### src/rtl/nibble_serial_adder_pkg.sv
// Shared types and constants for the nibble-serial adder.
// Optional feature macro: SKIP_COUNT_EN (per-operation skip counter).
package nibble_serial_adder_pkg;

    localparam int NIBBLE_W = 4;

    typedef enum logic [1:0] {
        IDLE = 2'd0,
        RUN  = 2'd1,
        DONE = 2'd2
    } state_e;

    // Number of nibble beats needed to cover a given operand width.
    function automatic int nibble_count(input int width);
        return width / NIBBLE_W;
    endfunction

endpackage

### src/rtl/nibble_serial_adder_cskip_slice4.sv
// 4-bit ripple adder with a carry-skip mux on the group carry.
// skip flags a fully propagating nibble (a^b all ones).
module cskip_slice4
    import nibble_serial_adder_pkg::*;
(
    input  logic [NIBBLE_W-1:0] a,
    input  logic [NIBBLE_W-1:0] b,
    input  logic                cin,
    output logic [NIBBLE_W-1:0] s,
    output logic                cout,
    output logic                skip
);

    logic [NIBBLE_W-1:0] p;
    logic [NIBBLE_W-1:0] g;
    logic [NIBBLE_W:0]   c;

    assign p = a ^ b;
    assign g = a & b;

    // Ripple chain inside the nibble.
    always_comb begin
        c    = '0;
        s    = '0;
        c[0] = cin;
        for (int i = 0; i < NIBBLE_W; i++) begin
            s[i]   = p[i] ^ c[i];
            c[i+1] = g[i] | (p[i] & c[i]);
        end
    end

    // A fully propagating nibble forwards cin straight to cout.
    assign skip = &p;
    assign cout = skip ? cin : c[NIBBLE_W];

endmodule

### src/rtl/nibble_serial_adder.sv
// Multi-precision adder: feeds one nibble pair per cycle into a
// carry-skip slice. Optional macro SKIP_COUNT_EN adds skip_cnt.
module nibble_serial_adder
    import nibble_serial_adder_pkg::*;
#(
    parameter int WIDTH = 16
) (
    input  logic             clk,
    input  logic             rst_n,
    input  logic             in_valid,
    output logic             in_ready,
    input  logic [WIDTH-1:0] a,
    input  logic [WIDTH-1:0] b,
    input  logic             cin,
    output logic             out_valid,
    input  logic             out_ready,
    output logic [WIDTH-1:0] sum,
    output logic             cout,
    output logic             busy
`ifdef SKIP_COUNT_EN
    ,
    output logic [$clog2(WIDTH/NIBBLE_W+1)-1:0] skip_cnt
`endif
);

    localparam int N     = nibble_count(WIDTH);
    localparam int IDX_W = (N > 1) ? $clog2(N) : 1;
    localparam logic [IDX_W-1:0] LAST = IDX_W'(N - 1);

    localparam logic [1:0] ST_IDLE = 2'(IDLE);
    localparam logic [1:0] ST_RUN  = 2'(RUN);
    localparam logic [1:0] ST_DONE = 2'(DONE);

    if ((WIDTH % NIBBLE_W) != 0 || WIDTH < NIBBLE_W) begin : g_bad_width
        $error("WIDTH must be a multiple of 4 and >= 4");
    end

    logic [1:0]       state_q;
    logic [IDX_W-1:0] idx_q;
    logic             carry_q;
    logic [WIDTH-1:0] a_q;
    logic [WIDTH-1:0] b_q;
    logic [WIDTH-1:0] sum_q;
    logic             cout_q;

    logic [NIBBLE_W-1:0] nib_a;
    logic [NIBBLE_W-1:0] nib_b;
    logic [NIBBLE_W-1:0] slice_s;
    logic                slice_co;
    logic                slice_skip;

    // Select the nibble pair addressed by the beat index.
    always_comb begin
        nib_a = a_q[idx_q*NIBBLE_W +: NIBBLE_W];
        nib_b = b_q[idx_q*NIBBLE_W +: NIBBLE_W];
    end

    cskip_slice4 u_slice (
        .a    (nib_a),
        .b    (nib_b),
        .cin  (carry_q),
        .s    (slice_s),
        .cout (slice_co),
        .skip (slice_skip)
    );

    // Sequencer: accept, walk N nibbles, then hold the result.
    always_ff @(posedge clk) begin
        if (!rst_n) begin
            state_q <= ST_IDLE;
            idx_q   <= '0;
            carry_q <= 1'b0;
            a_q     <= '0;
            b_q     <= '0;
            sum_q   <= '0;
            cout_q  <= 1'b0;
        end else begin
            case (state_q)
                ST_IDLE: begin
                    if (in_valid) begin
                        a_q     <= a;
                        b_q     <= b;
                        carry_q <= cin;
                        idx_q   <= '0;
                        sum_q   <= '0;
                        state_q <= ST_RUN;
                    end
                end
                ST_RUN: begin
                    sum_q[idx_q*NIBBLE_W +: NIBBLE_W] <= slice_s;
                    carry_q <= slice_co;
                    if (idx_q == LAST) begin
                        cout_q  <= slice_co;
                        idx_q   <= '0;
                        state_q <= ST_DONE;
                    end else begin
                        idx_q <= idx_q + 1'b1;
                    end
                end
                ST_DONE: begin
                    if (out_ready) begin
                        state_q <= ST_IDLE;
                    end
                end
                default: begin
                    state_q <= ST_IDLE;
                end
            endcase
        end
    end

    assign in_ready  = (state_q == ST_IDLE);
    assign out_valid = (state_q == ST_DONE);
    assign busy      = (state_q != ST_IDLE);
    assign sum       = sum_q;
    assign cout      = cout_q;

`ifdef SKIP_COUNT_EN
    logic [$clog2(N+1)-1:0] skip_cnt_q;

    // Count fully propagating nibbles of the current operation.
    always_ff @(posedge clk) begin
        if (!rst_n) begin
            skip_cnt_q <= '0;
        end else if (state_q == ST_IDLE && in_valid) begin
            skip_cnt_q <= '0;
        end else if (state_q == ST_RUN && slice_skip) begin
            skip_cnt_q <= skip_cnt_q + 1'b1;
        end
    end

    assign skip_cnt = skip_cnt_q;
`else
    logic unused_skip;
    assign unused_skip = slice_skip;
`endif

endmodule
### config.mk
export PLATFORM = sky130hd
export DESIGN_NAME = nibble_serial_adder
export DESIGN_NICKNAME = d
export VERILOG_FILES = /design/src/rtl/nibble_serial_adder_pkg.sv /design/src/rtl/nibble_serial_adder_cskip_slice4.sv /design/src/rtl/nibble_serial_adder.sv
export SDC_FILE = /design/constraint.sdc
export NUM_CORES = 1
export LEC_CHECK = 0
export BUFFER_PORTS_ARGS = -buffer_cell sky130_fd_sc_hd__buf_2
export CORE_ASPECT_RATIO = 2
export CORE_MARGIN = 2
export CORE_UTILIZATION = 58
export DETAILED_ROUTE_END_ITERATION = 16
export GPL_TIMING_DRIVEN = 0
export PLACE_DENSITY = 0.85
export SYNTH_ARGS = -nofsm -noshare
export SYNTH_HDL_FRONTEND = slang
export SYNTH_SLANG_ARGS = --single-unit
### constraint.sdc
create_clock -name clk -period 5.45 [get_ports clk]
set_clock_uncertainty 0.1 [all_clocks]
set_input_delay 0.545 -clock clk [delete_from_list [all_inputs] [get_ports clk]]
set_output_delay 0.545 -clock clk [all_outputs]
set_load 0.01 [all_outputs]
==> results_dict.tcl <==
set metrics [dict create \
    period_needed_ns 3.39 \
    start_util_pct 59.5 \
    reg2reg_depth 11 \
    cap_viol_max_count 0 \
    finalHoldViolCount 0 \
    drt_first_iter_violations 39 \
    holdCritStartpoint "b_q[12]" \
    p_clk_share_pct 29.5 \
    crit_required_ns 5.54 \
    crit_fanout 10 \
    seq_power_share_pct 53.9 \
    fin_ws_ns 2.06 \
    p_sw_mw 0.211 \
    grt_pass1_wl_mm 9.80 \
    syn2layout_area_growth_pct 17.2 \
    drive_above_1_share_pct 26.2 \
    clkTransAtPathRegs_ns 0.10 \
    hpwlAfterDp_mm 4.57 \
    ir_worst_vdd_uv 217 \
    ys_ff_latch 54 \
    post_cts_resized 0 \
    path_delay_family "adder cells" \
    fp.dieW_microns 51.0 \
    crit_slowest_cell "mux4_2" \
    row_count 34 \
    max_slew_margin_pct 61.5 \
    finalSetupTns_ns 0 \
    cp_slowest_stage_delay_ns 0.57 \
    clock-sinks 54 \
    yosysUniqueCellTypes 37 \
    sw_frac_of_total_pct 26.9 \
    synth_ff_type "dfxtp_1" \
    mostFrequentLayoutCells "nand2_1 (77), buf_2 (64), dfxtp_1 (54), a21boi_1 (32), inv_1 (10)" \
    insertion_delay_ns 0.31 \
    timing.critical_path.mode_cell "fa_1" \
    p_int_mw 0.574 \
    ys_seq_area_share_pct 42.3 \
    r2r-start "idx_q[0]" \
    io_buffers 56 \
    worstMarginPinSlew_ns 0.577 \
    postCtsSetupBuffers 0 \
    num-nets-final 384 \
    power.density_nw_per_um2 262 \
    syn_inst 272 \
    comb_power_share_pct 16.6 \
    wl_mm 5.86 \
    max_freq_mhz 295 \
    cts_tree "built" \
    overflow 0 \
    grt_pass1_vias 2190 \
    grt_max_degree 16 \
    fp.coreArea_sq_um 4300 \
    drt-wirelength-per-cell_microns 15.0 \
    finalSetupViolations 0 \
    layout.cells.most_common "nand2_1" \
    ctsRootBufferMaster "clkbuf_8" \
    cts_buffers 5 \
    worstHoldEndpoint "b_q[12]" \
    worst-path-buf-inv 4 \
    arrival_ns 3.48 \
    startpoint_type "flop" \
    synth_edf_count 0 \
    drt_first_pass_iters 4 \
    drc 0 \
    rsz0062_at_grt "false" \
    worst-setup-path-type "flop to flop" \
    status "complete, no violations" \
    r2r_slack_ns 2.06 \
    syn_area_sq_um 2560 \
    ys_warn_count 0 \
    io_pins 57 \
    via_per_inst 5.60 \
    crit_path_end_kind "flop" \
    postCtsHoldBufs 0 \
    path_cells "buf_2 -> buf_4 -> mux4_2 -> fa_1 -> inv_1 -> fa_1 -> fa_1 -> inv_1 -> fa_1 -> mux2i_1 -> a221oi_1" \
    gp_congestion 0.922 \
    cts_buffer_depth 2 \
    final_max_slew_viol_count 0 \
    vias 2185 \
    htreeDepth 2 \
    p_leak_nw 1.32 \
    die_h_microns 97.9 \
    fin_crit_sh_pct 62.2 \
    fillers 386 \
    ant_nets 0 \
    min_path_type "flop to flop" \
    grt_use_total_pct 25.6 \
    avgSynthCellArea_sq_um 9.40 \
    antenna_cells 0 \
    synth_nets 321 \
    worstHoldPathCells 2 \
    ys_async_sr_fraction_pct 0 \
    die-area_sq_um 4990 \
    reg2reg_to "carry_q" \
    antenna_found_initial 0 \
    dp_slack_ns 2.10 \
]
-- metrics by stage --
stage	instances	instance area (sq um)	power, mW	hold WS, ns	util, %
floorplan	272	2560	0.518	0.332	-
global placement	382	2910	0.558	0.337	67.6
detailed placement	382	2910	0.563	0.343	67.6
CTS	390	3000	0.786	0.356	69.7
global route	390	3000	0.817	0.357	69.7
finish	390	3000	0.786	0.354	69.7
-- cells by family after synthesis --
| logic type | count (synthesis) | synth area share, % |
|---|---|---|
| AND/OR/NAND/NOR | 100 | 18.2 |
| AO/OA/AOI/OAI | 66 | 19.0 |
| flip-flops | 54 | 42.3 |
| buffers and inverters | 31 | 6.12 |
| adder cells (fa/ha/maj) | 12 | 7.05 |
| multiplexers | 9 | 7.44 |
-- cells in the mapped netlist, types with 2 or more instances --
cell type | count | area (sq um)
nand2_1 | 77 | 289
dfxtp_1 | 54 | 1080
a21boi_1 | 32 | 240
inv_1 | 10 | 37.5
o22ai_1 | 9 | 56.3
a32o_1 | 8 | 80.1
buf_2 | 8 | 40.0
ha_1 | 8 | 100
mux4_2 | 8 | 180
clkbuf_1 | 6 | 22.5
a21oi_1 | 5 | 25.0
a21o_1 | 4 | 30.0
fa_1 | 4 | 80.1
buf_6 | 3 | 33.8
nor2b_1 | 3 | 18.8
a22oi_1 | 2 | 15.0
and3_1 | 2 | 12.5
and3b_1 | 2 | 17.5
and4b_1 | 2 | 20.0
buf_4 | 2 | 15.0
inv_2 | 2 | 7.51
nand2b_1 | 2 | 12.5
nand4_1 | 2 | 12.5
nand4b_1 | 2 | 17.5
nor3b_2 | 2 | 25.0
o21ai_1 | 2 | 10.0
-- final cells by class --
type	instances	area, sq um	share of cell area, %
well taps	54	67.6	2.25
clock inverters	1	5.00	0.167
inverters	12	45.0	1.50
repair buffers	56	280	9.35
plain buffers	19	111	3.72
clock buffers	7	86.3	2.88
multi-input cells	187	1320	44.1
flip-flops and latches	54	1080	36.1
-- metal layers --
metal | global-route usage [%] | share of wire, %
met4 | 13.9 | 4.1
met3 | 3.82 | 3.0
met1 | 24.6 | 34
met5 | 0 | 0
met2 | 48.7 | 59
-- sequential cells by signal (all words and copies together), names as in the netlist --
name,cells
a_q,16
b_q,16
sum,16
idx_q,2
state_q,2
carry_q,1
cout,1
-- how the worst max path moves through the flow --
stage / start / end / slack (ns) / cells past startpoint
2_1_floorplan: idx_q[0] / sum[11] / 2.47 / 10
3_3_place_gp: idx_q[0] / carry_q / 2.09 / 11
3_5_place_dp: idx_q[0] / carry_q / 2.10 / 11
4_1_cts: idx_q[0] / carry_q / 2.07 / 11
5_1_grt: idx_q[0] / carry_q / 1.89 / 11
6_report: idx_q[0] / carry_q / 2.06 / 11
-- worst min-delay path, delay by kind of cell (launching register included) --
kind               cells  cell delay (ns)
AOI/OAI and AO/OA      1             0.05
and+or+nand+nor        1             0.05
DFF                    1             0.32
-- power groups by stage --
stage | clock (mW) | sequential (mW) | combinational (mW)
floorplan | 0 | 0.429 | 0.0890
global placement | 0 | 0.431 | 0.127
detailed placement | 0 | 0.432 | 0.130
CTS | 0.232 | 0.423 | 0.131
global route | 0.247 | 0.425 | 0.145
finish | 0.232 | 0.423 | 0.131
Note: power is estimated with default switching activity, not from simulation.
